--- config.mk ---
export PLATFORM = sky130hd
export DESIGN_NAME = pattern_loader_flat
export DESIGN_NICKNAME = d
export VERILOG_FILES = /design/src/rtl/decoder_pkg.sv /design/src/rtl/pattern_loader_if.sv /design/src/rtl/pattern_loader_piso_word.sv /design/src/rtl/pattern_loader.sv /design/src/flat_wrapper.sv
export SDC_FILE = /design/constraint.sdc
export NUM_CORES = 1
export LEC_CHECK = 0
export CORE_MARGIN = 3
export CORE_UTILIZATION = 51
export DETAILED_ROUTE_END_ITERATION = 6
export GPL_TIMING_DRIVEN = 0
export PLACE_DENSITY_LB_ADDON = 0.15
export SLEW_MARGIN = 20
export SYNTH_ARGS = -nofsm -noshare
export SYNTH_HDL_FRONTEND = slang
export SYNTH_SLANG_ARGS = --single-unit
--- constraint.sdc ---
create_clock -name clk -period 2.5 [get_ports clk]
set_input_delay 0.5 -clock clk [delete_from_list [all_inputs] [get_ports clk]]
set_output_delay 0.5 -clock clk [all_outputs]
set_load 0.01 [all_outputs]
--- src/rtl/decoder_pkg.sv ---
// Shared definitions for the pattern decoder and its serial loader front end.
// Pattern width lives here so the decoder and the loader agree on it.
package decoder_pkg;

  localparam int PATTERN_BITS_DEF = 256;
  localparam int WORD_W_DEF       = 8;

  typedef enum logic [1:0] {
    IDLE      = 2'd0,
    WAIT_WORD = 2'd1,
    SHIFT     = 2'd2,
    DONE      = 2'd3
  } loader_state_t;

  // Counter width for a range of n values; never below one bit so that
  // degenerate configurations still elaborate.
  function automatic int cnt_width(input int n);
    return (n > 1) ? $clog2(n) : 1;
  endfunction

endpackage

--- src/rtl/pattern_loader_if.sv ---
// Word-stream handshake and serial program outputs of the pattern loader.
// "slave" is the loader side, "master" is whoever feeds and watches it.
interface pattern_loader_if
  import decoder_pkg::*;
#(
  parameter int WORD_W = WORD_W_DEF
);

  logic              start;
  logic              abort;
  logic [WORD_W-1:0] word_in;
  logic              word_valid;
  logic              word_ready;
  logic              prgm_out;
  logic              prgm_en;
  logic              busy;
  logic              done;

  modport slave (
    input  start, abort, word_in, word_valid,
    output word_ready, prgm_out, prgm_en, busy, done
  );

  modport master (
    output start, abort, word_in, word_valid,
    input  word_ready, prgm_out, prgm_en, busy, done
  );

endinterface

--- src/rtl/pattern_loader_piso_word.sv ---
// One-word parallel-in / serial-out register. Shifts left, so the MSB is
// always the bit currently presented downstream.
module piso_word #(
  parameter int WORD_W = 8
) (
  input  logic              clk,
  input  logic              clr,
  input  logic              i_load,
  input  logic              i_shift,
  input  logic              i_clear,
  input  logic [WORD_W-1:0] i_word,
  output logic              o_msb
);

  logic [WORD_W-1:0] r_data;
  logic [WORD_W-1:0] w_shifted;

  // Left-shift network: each bit takes its lower neighbour, LSB fills with 0.
  genvar gi;
  generate
    for (gi = 0; gi < WORD_W; gi++) begin : g_shift
      if (gi == 0) begin : g_lsb
        assign w_shifted[gi] = 1'b0;
      end else begin : g_bit
        assign w_shifted[gi] = r_data[gi-1];
      end
    end
  endgenerate

  // Load has priority over shift so a new word can replace the last bit of
  // the previous one in the same cycle.
  always_ff @(posedge clk) begin
    if (clr || i_clear) begin
      r_data <= '0;
    end else if (i_load) begin
      r_data <= i_word;
    end else if (i_shift) begin
      r_data <= w_shifted;
    end
  end

  assign o_msb = r_data[WORD_W-1];

endmodule

--- src/rtl/pattern_loader.sv ---
// Byte-wide front end for the pattern decoder: accepts pattern words over a
// valid/ready handshake and serialises them MSB first onto prgm_out with a
// prgm_en strobe, pulsing done once the whole pattern has been shifted.
module pattern_loader
  import decoder_pkg::*;
#(
  parameter int PATTERN_BITS = PATTERN_BITS_DEF,
  parameter int WORD_W       = WORD_W_DEF
) (
  input  logic             clk,
  input  logic             clr,
  pattern_loader_if.slave  bus
);

  localparam int NUM_WORDS = PATTERN_BITS / WORD_W;
  localparam int WCNT_W    = cnt_width(NUM_WORDS);
  localparam int BCNT_W    = cnt_width(WORD_W);

  localparam logic [WCNT_W-1:0] LAST_WORD = WCNT_W'(NUM_WORDS - 1);
  localparam logic [BCNT_W-1:0] LAST_BIT  = BCNT_W'(WORD_W - 1);

  loader_state_t     r_state;
  loader_state_t     w_state_next;

  logic [WCNT_W-1:0] r_word_cnt;   // index of the word being shifted
  logic [BCNT_W-1:0] r_bit_cnt;    // bit position within that word
  logic              r_prgm_en;

  logic w_last_bit;
  logic w_last_word;
  logic w_word_ready;
  logic w_load;
  logic w_shift;
  logic w_cnt_clr;
  logic w_bit_inc;
  logic w_bit_clr;
  logic w_word_inc;
  logic w_piso_clear;
  logic w_msb;

  assign w_last_bit  = (r_bit_cnt == LAST_BIT);
  assign w_last_word = (r_word_cnt == LAST_WORD);

  // State register.
  always_ff @(posedge clk) begin
    if (clr) begin
      r_state <= IDLE;
    end else begin
      r_state <= w_state_next;
    end
  end

  // Next-state and datapath controls. Abort is checked before any handshake
  // so a word offered in the abort cycle is never accepted.
  always_comb begin
    w_state_next = r_state;
    w_word_ready = 1'b0;
    w_load       = 1'b0;
    w_shift      = 1'b0;
    w_cnt_clr    = 1'b0;
    w_bit_inc    = 1'b0;
    w_bit_clr    = 1'b0;
    w_word_inc   = 1'b0;
    w_piso_clear = 1'b0;

    case (r_state)
      IDLE: begin
        if (bus.start) begin
          w_cnt_clr    = 1'b1;
          w_piso_clear = 1'b1;
          w_state_next = WAIT_WORD;
        end
      end

      WAIT_WORD: begin
        if (bus.abort) begin
          w_state_next = IDLE;
        end else begin
          w_word_ready = 1'b1;
          if (bus.word_valid) begin
            w_load       = 1'b1;
            w_state_next = SHIFT;
          end
        end
      end

      SHIFT: begin
        if (bus.abort) begin
          w_state_next = IDLE;
        end else if (!w_last_bit) begin
          w_shift   = 1'b1;
          w_bit_inc = 1'b1;
        end else if (w_last_word) begin
          // Final bit of the pattern: no more words wanted.
          w_shift      = 1'b1;
          w_state_next = DONE;
        end else begin
          // Last bit of a word: offer ready now so the next word can follow
          // without a bubble.
          w_word_ready = 1'b1;
          w_word_inc   = 1'b1;
          w_bit_clr    = 1'b1;
          if (bus.word_valid) begin
            w_load = 1'b1;
          end else begin
            w_shift      = 1'b1;
            w_state_next = WAIT_WORD;
          end
        end
      end

      DONE: begin
        w_state_next = IDLE;
      end

      default: begin
        w_state_next = IDLE;
      end
    endcase
  end

  // Word and bit counters; both restart on every start.
  always_ff @(posedge clk) begin
    if (clr || w_cnt_clr) begin
      r_word_cnt <= '0;
      r_bit_cnt  <= '0;
    end else begin
      if (w_word_inc) begin
        r_word_cnt <= r_word_cnt + WCNT_W'(1);
      end
      if (w_bit_clr) begin
        r_bit_cnt <= '0;
      end else if (w_bit_inc) begin
        r_bit_cnt <= r_bit_cnt + BCNT_W'(1);
      end
    end
  end

  // The strobe is high exactly in SHIFT cycles, registered alongside the state.
  always_ff @(posedge clk) begin
    if (clr) begin
      r_prgm_en <= 1'b0;
    end else begin
      r_prgm_en <= (w_state_next == SHIFT);
    end
  end

  piso_word #(
    .WORD_W (WORD_W)
  ) u_piso (
    .clk     (clk),
    .clr     (clr),
    .i_load  (w_load),
    .i_shift (w_shift),
    .i_clear (w_piso_clear),
    .i_word  (bus.word_in),
    .o_msb   (w_msb)
  );

  assign bus.word_ready = w_word_ready;
  assign bus.prgm_out   = w_msb;
  assign bus.prgm_en    = r_prgm_en;
  assign bus.busy       = (r_state != IDLE);
  assign bus.done       = (r_state == DONE);

endmodule

--- src/flat_wrapper.sv ---
// flat-port wrapper written by rule: the top's interface ports become plain ports
module pattern_loader_flat import decoder_pkg::*;
#(
  parameter int PATTERN_BITS = PATTERN_BITS_DEF,
  parameter int WORD_W       = WORD_W_DEF
)
  (clk, clr, bus_start, bus_abort, bus_word_in, bus_word_valid, bus_word_ready, bus_prgm_out, bus_prgm_en, bus_busy, bus_done);
  pattern_loader_if #(.WORD_W(WORD_W)) bus_i ();
  input  logic clk;
  input  logic clr;
  input wire logic [$bits(bus_i.start)-1:0] bus_start;
  input wire logic [$bits(bus_i.abort)-1:0] bus_abort;
  input wire logic [$bits(bus_i.word_in)-1:0] bus_word_in;
  input wire logic [$bits(bus_i.word_valid)-1:0] bus_word_valid;
  output wire logic [$bits(bus_i.word_ready)-1:0] bus_word_ready;
  output wire logic [$bits(bus_i.prgm_out)-1:0] bus_prgm_out;
  output wire logic [$bits(bus_i.prgm_en)-1:0] bus_prgm_en;
  output wire logic [$bits(bus_i.busy)-1:0] bus_busy;
  output wire logic [$bits(bus_i.done)-1:0] bus_done;
  assign bus_i.start = bus_start;
  assign bus_i.abort = bus_abort;
  assign bus_i.word_in = bus_word_in;
  assign bus_i.word_valid = bus_word_valid;
  assign bus_word_ready = bus_i.word_ready;
  assign bus_prgm_out = bus_i.prgm_out;
  assign bus_prgm_en = bus_i.prgm_en;
  assign bus_busy = bus_i.busy;
  assign bus_done = bus_i.done;
  pattern_loader #(.PATTERN_BITS(PATTERN_BITS), .WORD_W(WORD_W)) u_core (.clk(clk), .clr(clr), .bus(bus_i));
endmodule
==> run_summary.xml, run 1 <==
<?xml version="1.0" encoding="UTF-8"?>
<metrics>
  <group name="status">
    <metric name="outcome" unit="">finished clean</metric>
  </group>
  <group name="synthesis">
    <metric name="post_synth_num_cell_types" unit="">30</metric>
    <metric name="synth_fp_nets" unit="">138</metric>
    <metric name="synth_enable_flop_cells" unit="">0</metric>
    <metric name="syn_inst" unit="">116</metric>
    <metric name="post_synth_instance_area" unit="um^2">1040</metric>
    <metric name="synth_register_bits" unit="">19</metric>
    <metric name="syn_area_per_cell" unit="um^2">8.97</metric>
    <metric name="yosysSeqAreaShare" unit="">0.365</metric>
    <metric name="ys_warn_count" unit="">0</metric>
    <metric name="dominantRegCellSynth" unit="">sky130_fd_sc_hd__dfxtp_1</metric>
    <metric name="synthArstFlopShare" unit="">0</metric>
  </group>
  <group name="hold_path">
    <metric name="holdCritPathClass" unit="">reg2reg</metric>
  </group>
  <group name="setup_path">
    <metric name="critical_path.max_stage_delay" unit="ns">0.35</metric>
    <metric name="critical_path.n_buffers_inverters" unit="">1</metric>
    <metric name="startpoint_type" unit="">flip-flop</metric>
    <metric name="crit_path_end_kind" unit="">output port</metric>
    <metric name="worst_ep_required_time" unit="ns">2.00</metric>
    <metric name="timing.setup.critical_path_class" unit="">reg2out</metric>
    <metric name="crit_slowest_cell" unit="">sky130_fd_sc_hd__dfxtp_1</metric>
    <metric name="critPathMaxFanout" unit="">5</metric>
    <metric name="crit_path_max_delay_family" unit="">adder cells</metric>
    <metric name="arrival" unit="ns">1.86</metric>
    <metric name="timing.critical_path.mode_cell" unit="">sky130_fd_sc_hd__ha_1</metric>
    <metric name="crit_path_cell_trace" unit="">ha_1 -&gt; and3_1 -&gt; ha_1 -&gt; nand3b_2 -&gt; a21oi_1 -&gt; clkbuf_2</metric>
  </group>
  <group name="cells_and_area">
    <metric name="post_route_cells_drive_above_1_share" unit="">0.0730</metric>
    <metric name="area.growth.synth_to_final" unit="%">21.4</metric>
    <metric name="layoutNonFillerInstCount" unit="">162</metric>
    <metric name="antennaDiodeCount" unit="">0</metric>
    <metric name="finalInstanceArea" unit="um^2">1260</metric>
    <metric name="layout_commonest_cell" unit="">sky130_fd_sc_hd__dfxtp_1</metric>
    <metric name="layout.nets" unit="">160</metric>
    <metric name="layout_common_cells" unit="">19 x sky130_fd_sc_hd__dfxtp_1, 16 x sky130_fd_sc_hd__clkdlybuf4s50_1, 11 x sky130_fd_sc_hd__nor2_1, 10 x sky130_fd_sc_hd__nor2b_1</metric>
  </group>
  <group name="routing">
    <metric name="drt_pass_1_iters" unit="">4</metric>
    <metric name="route.antenna.remaining_nets" unit="">0</metric>
    <metric name="vias" unit="">904</metric>
    <metric name="drt_drc_violations_left" unit="">0</metric>
    <metric name="wl" unit="mm">2.07</metric>
    <metric name="detailed_route_wire_length_per_cell" unit="um">12.7</metric>
    <metric name="routed_via_density" unit="">5.58</metric>
    <metric name="drt_iter0_drc" unit="">21</metric>
  </group>
  <group name="timing">
    <metric name="finalMaxSlewViolations" unit="">0</metric>
    <metric name="fin_setup_tns" unit="ns">0</metric>
    <metric name="fmax" unit="GHz">0.424</metric>
    <metric name="fin_ws" unit="ns">0.139</metric>
    <metric name="worstMarginPinSlew" unit="ns">0.458</metric>
    <metric name="timing.slew.headroom" unit="">0.695</metric>
    <metric name="setup_viol_count_final" unit="">0</metric>
    <metric name="final_min_period_over_clock_period" unit="">0.944</metric>
    <metric name="final.min_clock_period" unit="ns">2.36</metric>
    <metric name="fin_skew" unit="ns">0.00979</metric>
    <metric name="hold_viol" unit="">0</metric>
    <metric name="grt_setup_unrepaired" unit="">false</metric>
  </group>
  <group name="placed_design">
    <metric name="cell_count_post_placement" unit="">158</metric>
    <metric name="gp_routability_congestion" unit="">0.778</metric>
    <metric name="post_dp_cell_area" unit="um^2">1240</metric>
    <metric name="detailed_place_hpwl" unit="mm">1.57</metric>
    <metric name="port_buffers" unit="">17</metric>
    <metric name="pre_cts_slack" unit="ns">0.0625</metric>
  </group>
  <group name="die">
    <metric name="dieWidth" unit="um">51.2</metric>
    <metric name="rows" unit="">15</metric>
    <metric name="die_height" unit="um">51.2</metric>
    <metric name="die_area" unit="um^2">2620</metric>
    <metric name="ios" unit="">18</metric>
    <metric name="initial_utilization" unit="">0.572</metric>
    <metric name="fp.coreArea" unit="um^2">1820</metric>
  </group>
  <group name="cts">
    <metric name="tritoncts.num_buffers" unit="">3</metric>
    <metric name="cts.clk_slew.worst_paths" unit="ns">0.11</metric>
    <metric name="cts.htree.levels" unit="">1</metric>
    <metric name="clk_latency" unit="ns">0.31</metric>
    <metric name="ctsRootBufferMaster" unit="">sky130_fd_sc_hd__clkbuf_4</metric>
    <metric name="count_of_buffers_added_by_post_cts_timing_repair_for_setup" unit="">0</metric>
    <metric name="tritoncts" unit="">done</metric>
    <metric name="cts.path.max_buffers" unit="">2</metric>
    <metric name="cts_num_sinks" unit="">19</metric>
  </group>
  <group name="global_route">
    <metric name="global_route.usage.total" unit="">0.178</metric>
    <metric name="grt_overflow" unit="">0</metric>
    <metric name="antenna_violations_before_repair" unit="">0</metric>
    <metric name="largest_net_degree_at_the_start_of_global_routing" unit="">11</metric>
    <metric name="grt_pass1_wl" unit="mm">3.57</metric>
    <metric name="number_of_global_route_vias_before_repair" unit="">850</metric>
  </group>
  <group name="power">
    <metric name="cellPowerDensity" unit="nW/um^2">699</metric>
    <metric name="design_power_total" unit="uW">883</metric>
    <metric name="leakage_power" unit="nW">0.508</metric>
    <metric name="vdd.ir_drop.worst" unit="mV">0.469</metric>
  </group>
  <group name="flow_run">
    <metric name="timing.max_cap.violations" unit="">0</metric>
  </group>
</metrics>
-- Yosys cell counts (4+ instances only) --
cell,count,area share
sky130_fd_sc_hd__dfxtp_1,19,0.37
sky130_fd_sc_hd__nor2_1,11,0.040
sky130_fd_sc_hd__nor2b_1,10,0.060
sky130_fd_sc_hd__a211oi_1,9,0.065
sky130_fd_sc_hd__ha_1,9,0.11
sky130_fd_sc_hd__and3_1,8,0.048
sky130_fd_sc_hd__nor3_1,8,0.038
sky130_fd_sc_hd__nand2_1,6,0.022
sky130_fd_sc_hd__a21oi_1,4,0.019
sky130_fd_sc_hd__inv_1,4,0.014
sky130_fd_sc_hd__nand2b_1,4,0.024
-- worst register-to-register path: cells and delay by family (launching register included) --
kind                     cells  cell delay, ns
buffers and inverters        1            0.19
flip-flops                   1            0.35
AND/OR/NAND/NOR              4            0.65
AO/OA/AOI/OAI                1            0.38
adder cells (fa/ha/maj)      2            0.43
-- stage by stage --
stage	utilization	hold WS, ns
finish	0.694	0.522
CTS	0.697	0.522
floorplan	-	0.458
detailed placement	0.682	0.476
global placement	0.682	0.471
global route	0.694	0.546
-- kinds of logic (layout without fill, tap and decap cells) --
kind of cell,after synthesis,count (layout),share of synthesized area
AOI/OAI and AO/OA,21,21,0.151
xor gates and xnor gates,3,3,0.0252
adders and majority gates,9,9,0.108
buffers and inverters,8,29,0.0385
DFF,19,19,0.365
muxes,2,2,0.0192
and+or+nand+nor,54,54,0.292
-- flip-flops by register name (all words and copies together) (netlist names) --
| register | flops |
|---|---|
| u_core.r_bit_cnt | 3 |
| u_core.r_state | 2 |
| u_core.u_piso.r_data | 8 |
| u_core.r_word_cnt | 5 |
| u_core.bus.prgm_en | 1 |
-- report_power, final --
group	leakage [nW]	total, mW	switching [mW]	internal, mW
clock network	0.0150	0.160	0.0977	0.0623
logic	0.339	0.364	0.202	0.163
registers	0.154	0.359	0.0256	0.333
-- worst paths after layout --
| path | startpoint | end | slack, ns | cells past startpoint |
|---|---|---|---|---|
| min reg2reg | u_core.u_piso.r_data[0] | u_core.u_piso.r_data[0] | 0.52 | 2 |
| max reg2reg | u_core.r_word_cnt[0] | u_core.u_piso.r_data[2] | 0.39 | 8 |
| min | u_core.u_piso.r_data[0] | u_core.u_piso.r_data[0] | 0.52 | 2 |
| max | u_core.r_word_cnt[0] | bus_word_ready | 0.14 | 6 |
-- area by class of cell --
cell class                      instances  area, um^2
Clock buffer                            4        26.3
Buffer                                  4        25.0
Sequential cell                        19         380
Tap cell                               25        31.3
Fill cell                             161         557
Timing Repair Buffer                   17         165
Multi-Input combinational cell         89         621
Inverter                                4        15.0
-- per-layer routing --
metal | routed length, um | track usage | vias up
li1 | - | - | 456
met1 | 923 | 0.220 | 424
met2 | 1030 | 0.305 | 19
met3 | 73 | 0.0292 | 5
met4 | 39 | 0.0673 | 0
met5 | 0 | 0 | -
-- timing repair --
action                     4_1_cts  5_1_grt
resized for setup                2        1
hold buffers                     0        0
setup endpoints to repair        1        1
gates cloned                     0        0
Power figures use the tool's default switching activity.
==> inputs of run 2 (changes only) <==
ABC_CLOCK_PERIOD_IN_PS = 2500   (was unset)
==> results of run 2 <==
Same layout as run 1: the final DEF is identical, and so are final timing and power.
==> inputs of run 3 (changes only) <==
CORE_UTILIZATION = 54   (was 51)
CTS_BUF_LIST = sky130_fd_sc_hd__clkbuf_8   (was unset)
==> run 3 against run 2 <==
Compared with the run above: sequential cell count did not move; fmax rose by 3.0%; final cell count did not move; first-iteration DRC count fell by 71%; combinational power rose by 2%; sequential share of layout area fell by 0.53 points; count of clock-buffer cells in the layout fell by 1; worst hold slack got worse by 0.036 ns; critical path type unchanged; global-route usage rose by 1.8 points; routed wire length rose by 2.3%; register-to-register slack got worse by 0.08 ns; core utilization rose by 3.5 points.
==> run_summary.xml, run 3 (synthesized netlist as in run 1, its figures left out) <==
<?xml version="1.0" encoding="UTF-8"?>
<metrics>
  <group name="routing">
    <metric name="drt_drc_violations_left" unit="">0</metric>
    <metric name="route.antenna.remaining_nets" unit="">0</metric>
    <metric name="wl" unit="mm">2.11</metric>
    <metric name="routed_via_density" unit="">5.44</metric>
    <metric name="vias" unit="">882</metric>
    <metric name="detailed_route_wire_length_per_cell" unit="um">13.0</metric>
    <metric name="drt_pass_1_iters" unit="">4</metric>
    <metric name="drt_iter0_drc" unit="">6</metric>
  </group>
  <group name="cells_and_area">
    <metric name="finish.utilization" unit="">0.729</metric>
    <metric name="layout_commonest_cell" unit="">sky130_fd_sc_hd__dfxtp_1</metric>
    <metric name="seq_area" unit="um^2">380</metric>
    <metric name="layout.nets" unit="">160</metric>
    <metric name="registers.top_by_ff_count" unit="">u_core.u_piso.r_data</metric>
    <metric name="fillerInstances" unit="">153</metric>
    <metric name="post_route_cells_drive_above_1_share" unit="">0.0803</metric>
    <metric name="number_of_flip_flops_under_the_largest_register_name" unit="">8</metric>
    <metric name="biggestRegsByFlops" unit="">u_core.u_piso.r_data (8), u_core.r_word_cnt (5), u_core.r_bit_cnt (3)</metric>
    <metric name="area.growth.synth_to_final" unit="%">23.6</metric>
    <metric name="multiInputGateArea" unit="um^2">624</metric>
    <metric name="antennaDiodeCount" unit="">0</metric>
    <metric name="layout_common_cells" unit="">19 x sky130_fd_sc_hd__dfxtp_1, 16 x sky130_fd_sc_hd__clkdlybuf4s50_1, 11 x sky130_fd_sc_hd__nor2_1, 10 x sky130_fd_sc_hd__nor2b_1</metric>
  </group>
  <group name="timing">
    <metric name="fin_setup_tns" unit="ns">0</metric>
    <metric name="fmax" unit="GHz">0.436</metric>
    <metric name="final_min_period_over_clock_period" unit="">0.917</metric>
    <metric name="fin_skew" unit="ns">0.00238</metric>
    <metric name="grt_setup_unrepaired" unit="">false</metric>
    <metric name="setup_viol_count_final" unit="">0</metric>
    <metric name="final.min_clock_period" unit="ns">2.29</metric>
    <metric name="timing.slew.headroom" unit="">0.706</metric>
    <metric name="worstMarginPinSlew" unit="ns">0.441</metric>
    <metric name="finalMaxSlewViolations" unit="">0</metric>
    <metric name="fin_ws" unit="ns">0.207</metric>
    <metric name="hold_viol" unit="">0</metric>
  </group>
  <group name="setup_path">
    <metric name="startpoint_type" unit="">flip-flop</metric>
    <metric name="timing.setup.critical_path_class" unit="">reg2out</metric>
    <metric name="critPathMaxFanout" unit="">5</metric>
    <metric name="worst_ep_required_time" unit="ns">2.00</metric>
    <metric name="crit_path_cell_trace" unit="">ha_1 -&gt; and3_1 -&gt; ha_1 -&gt; nand3b_2 -&gt; a21oi_2 -&gt; clkbuf_2</metric>
    <metric name="crit_slowest_cell" unit="">sky130_fd_sc_hd__dfxtp_1</metric>
    <metric name="crit_path_end_kind" unit="">output port</metric>
    <metric name="arrival" unit="ns">1.79</metric>
    <metric name="critical_path.max_stage_delay" unit="ns">0.33</metric>
    <metric name="timing.critical_path.mode_cell" unit="">sky130_fd_sc_hd__ha_1</metric>
  </group>
  <group name="die">
    <metric name="fp.coreArea" unit="um^2">1760</metric>
    <metric name="die_height" unit="um">49.9</metric>
    <metric name="initial_utilization" unit="">0.590</metric>
    <metric name="die_area" unit="um^2">2490</metric>
    <metric name="rows" unit="">15</metric>
    <metric name="dieWidth" unit="um">49.9</metric>
    <metric name="ios" unit="">18</metric>
  </group>
  <group name="cts">
    <metric name="clk_latency" unit="ns">0.25</metric>
    <metric name="count_of_buffers_added_by_post_cts_timing_repair_for_setup" unit="">0</metric>
    <metric name="post_cts.resized_instances" unit="">1</metric>
    <metric name="cts.path.max_buffers" unit="">2</metric>
    <metric name="cts.clk_slew.worst_paths" unit="ns">0.06</metric>
    <metric name="tritoncts.num_buffers" unit="">3</metric>
    <metric name="cts.htree.levels" unit="">1</metric>
    <metric name="ctsRootBufferMaster" unit="">sky130_fd_sc_hd__clkbuf_8</metric>
    <metric name="cts_num_sinks" unit="">19</metric>
    <metric name="tritoncts" unit="">done</metric>
    <metric name="ctsHoldBuffers" unit="">0</metric>
  </group>
  <group name="status">
    <metric name="outcome" unit="">finished clean</metric>
  </group>
  <group name="global_route">
    <metric name="global_route.usage.total" unit="">0.195</metric>
    <metric name="number_of_global_route_vias_before_repair" unit="">899</metric>
    <metric name="antenna_violations_before_repair" unit="">0</metric>
    <metric name="largest_net_degree_at_the_start_of_global_routing" unit="">11</metric>
    <metric name="grt_overflow" unit="">0</metric>
    <metric name="grt_pass1_wl" unit="mm">3.84</metric>
  </group>
  <group name="power">
    <metric name="power.sequential.fraction" unit="">0.385</metric>
    <metric name="cellInternalPower" unit="uW">606</metric>
    <metric name="portion_of_total_power_attributed_to_the_clock_network" unit="">0.216</metric>
    <metric name="vdd.ir_drop.worst" unit="mV">0.557</metric>
    <metric name="power.switching" unit="uW">327</metric>
    <metric name="switching_share" unit="">0.350</metric>
    <metric name="cellPowerDensity" unit="nW/um^2">725</metric>
    <metric name="leakage_power" unit="nW">0.520</metric>
    <metric name="design_power_total" unit="uW">932</metric>
    <metric name="share_comb_of_total_power" unit="">0.399</metric>
  </group>
  <group name="placed_design">
    <metric name="port_buffers" unit="">17</metric>
    <metric name="detailed_place_hpwl" unit="mm">1.58</metric>
    <metric name="pre_cts_slack" unit="ns">0.0439</metric>
    <metric name="gp_routability_congestion" unit="">0.783</metric>
  </group>
  <group name="hold_path">
    <metric name="holdCritPathClass" unit="">reg2reg</metric>
  </group>
  <group name="flow_run">
    <metric name="timing.max_cap.violations" unit="">0</metric>
  </group>
</metrics>
-- run 3: changes by cell type in the layout (fill, tap and decap cells not counted) --
cell,previous run,this run
sky130_fd_sc_hd__inv_1,4,5
sky130_fd_sc_hd__clkbuf_1,2,1
sky130_fd_sc_hd__a21oi_1,4,3
sky130_fd_sc_hd__clkbuf_4,3,0
sky130_fd_sc_hd__clkbuf_8,0,3
sky130_fd_sc_hd__a21oi_2,0,1
-- run 3: cell type report --
type	count	share of cell area
inverters	4	0.0117
flip-flops and latches	19	0.296
plain buffers	4	0.0195
multi-input cells	89	0.485
well taps	25	0.0243
repair buffers	17	0.128
clock inverters	1	0.00292
clock buffers	3	0.0321
-- run 3: metrics by stage --
step / cells / area (um^2) / hold slack (ns)
floorplan: 116 / 1040 / 0.458
global placement: 158 / 1240 / 0.471
detailed placement: 158 / 1240 / 0.471
CTS: 162 / 1290 / 0.483
global route: 162 / 1290 / 0.507
finish: 162 / 1290 / 0.486
-- run 3: critical path: cells and delay by family, from the launching register on --
kind            cells  cell delay (ns)
buf+inv             1             0.15
fa+ha+maj           2             0.44
compound gates      1             0.17
flops               1             0.33
simple gates        2             0.46
-- run 3: worst paths after layout --
check                                        startpoint                 endpoint  slack (ns)  cells after the start
worst min-delay path            u_core.u_piso.r_data[0]  u_core.u_piso.r_data[0]        0.49                      2
worst min register to register  u_core.u_piso.r_data[0]  u_core.u_piso.r_data[0]        0.49                      2
worst max register to register     u_core.r_word_cnt[0]  u_core.u_piso.r_data[2]        0.31                      8
worst max-delay path               u_core.r_word_cnt[0]           bus_word_ready        0.21                      6
-- run 3: per-layer routing --
metal | track usage | part of all wire | vias to the layer above
met5 | 0 | 0 | -
met4 | 0.0415 | 0 | 0
met3 | 0.0755 | 0.050 | 0
met2 | 0.348 | 0.50 | 15
met1 | 0.217 | 0.45 | 411
li1 | - | - | 456
-- run 3: power groups by stage --
stage / sequential [mW] / clock, mW / combinational [mW]
global route: 0.364 / 0.220 / 0.417
global placement: 0.365 / 0 / 0.358
floorplan: 0.362 / 0 / 0.242
CTS: 0.359 / 0.210 / 0.370
finish: 0.359 / 0.201 / 0.372
detailed placement: 0.366 / 0 / 0.370
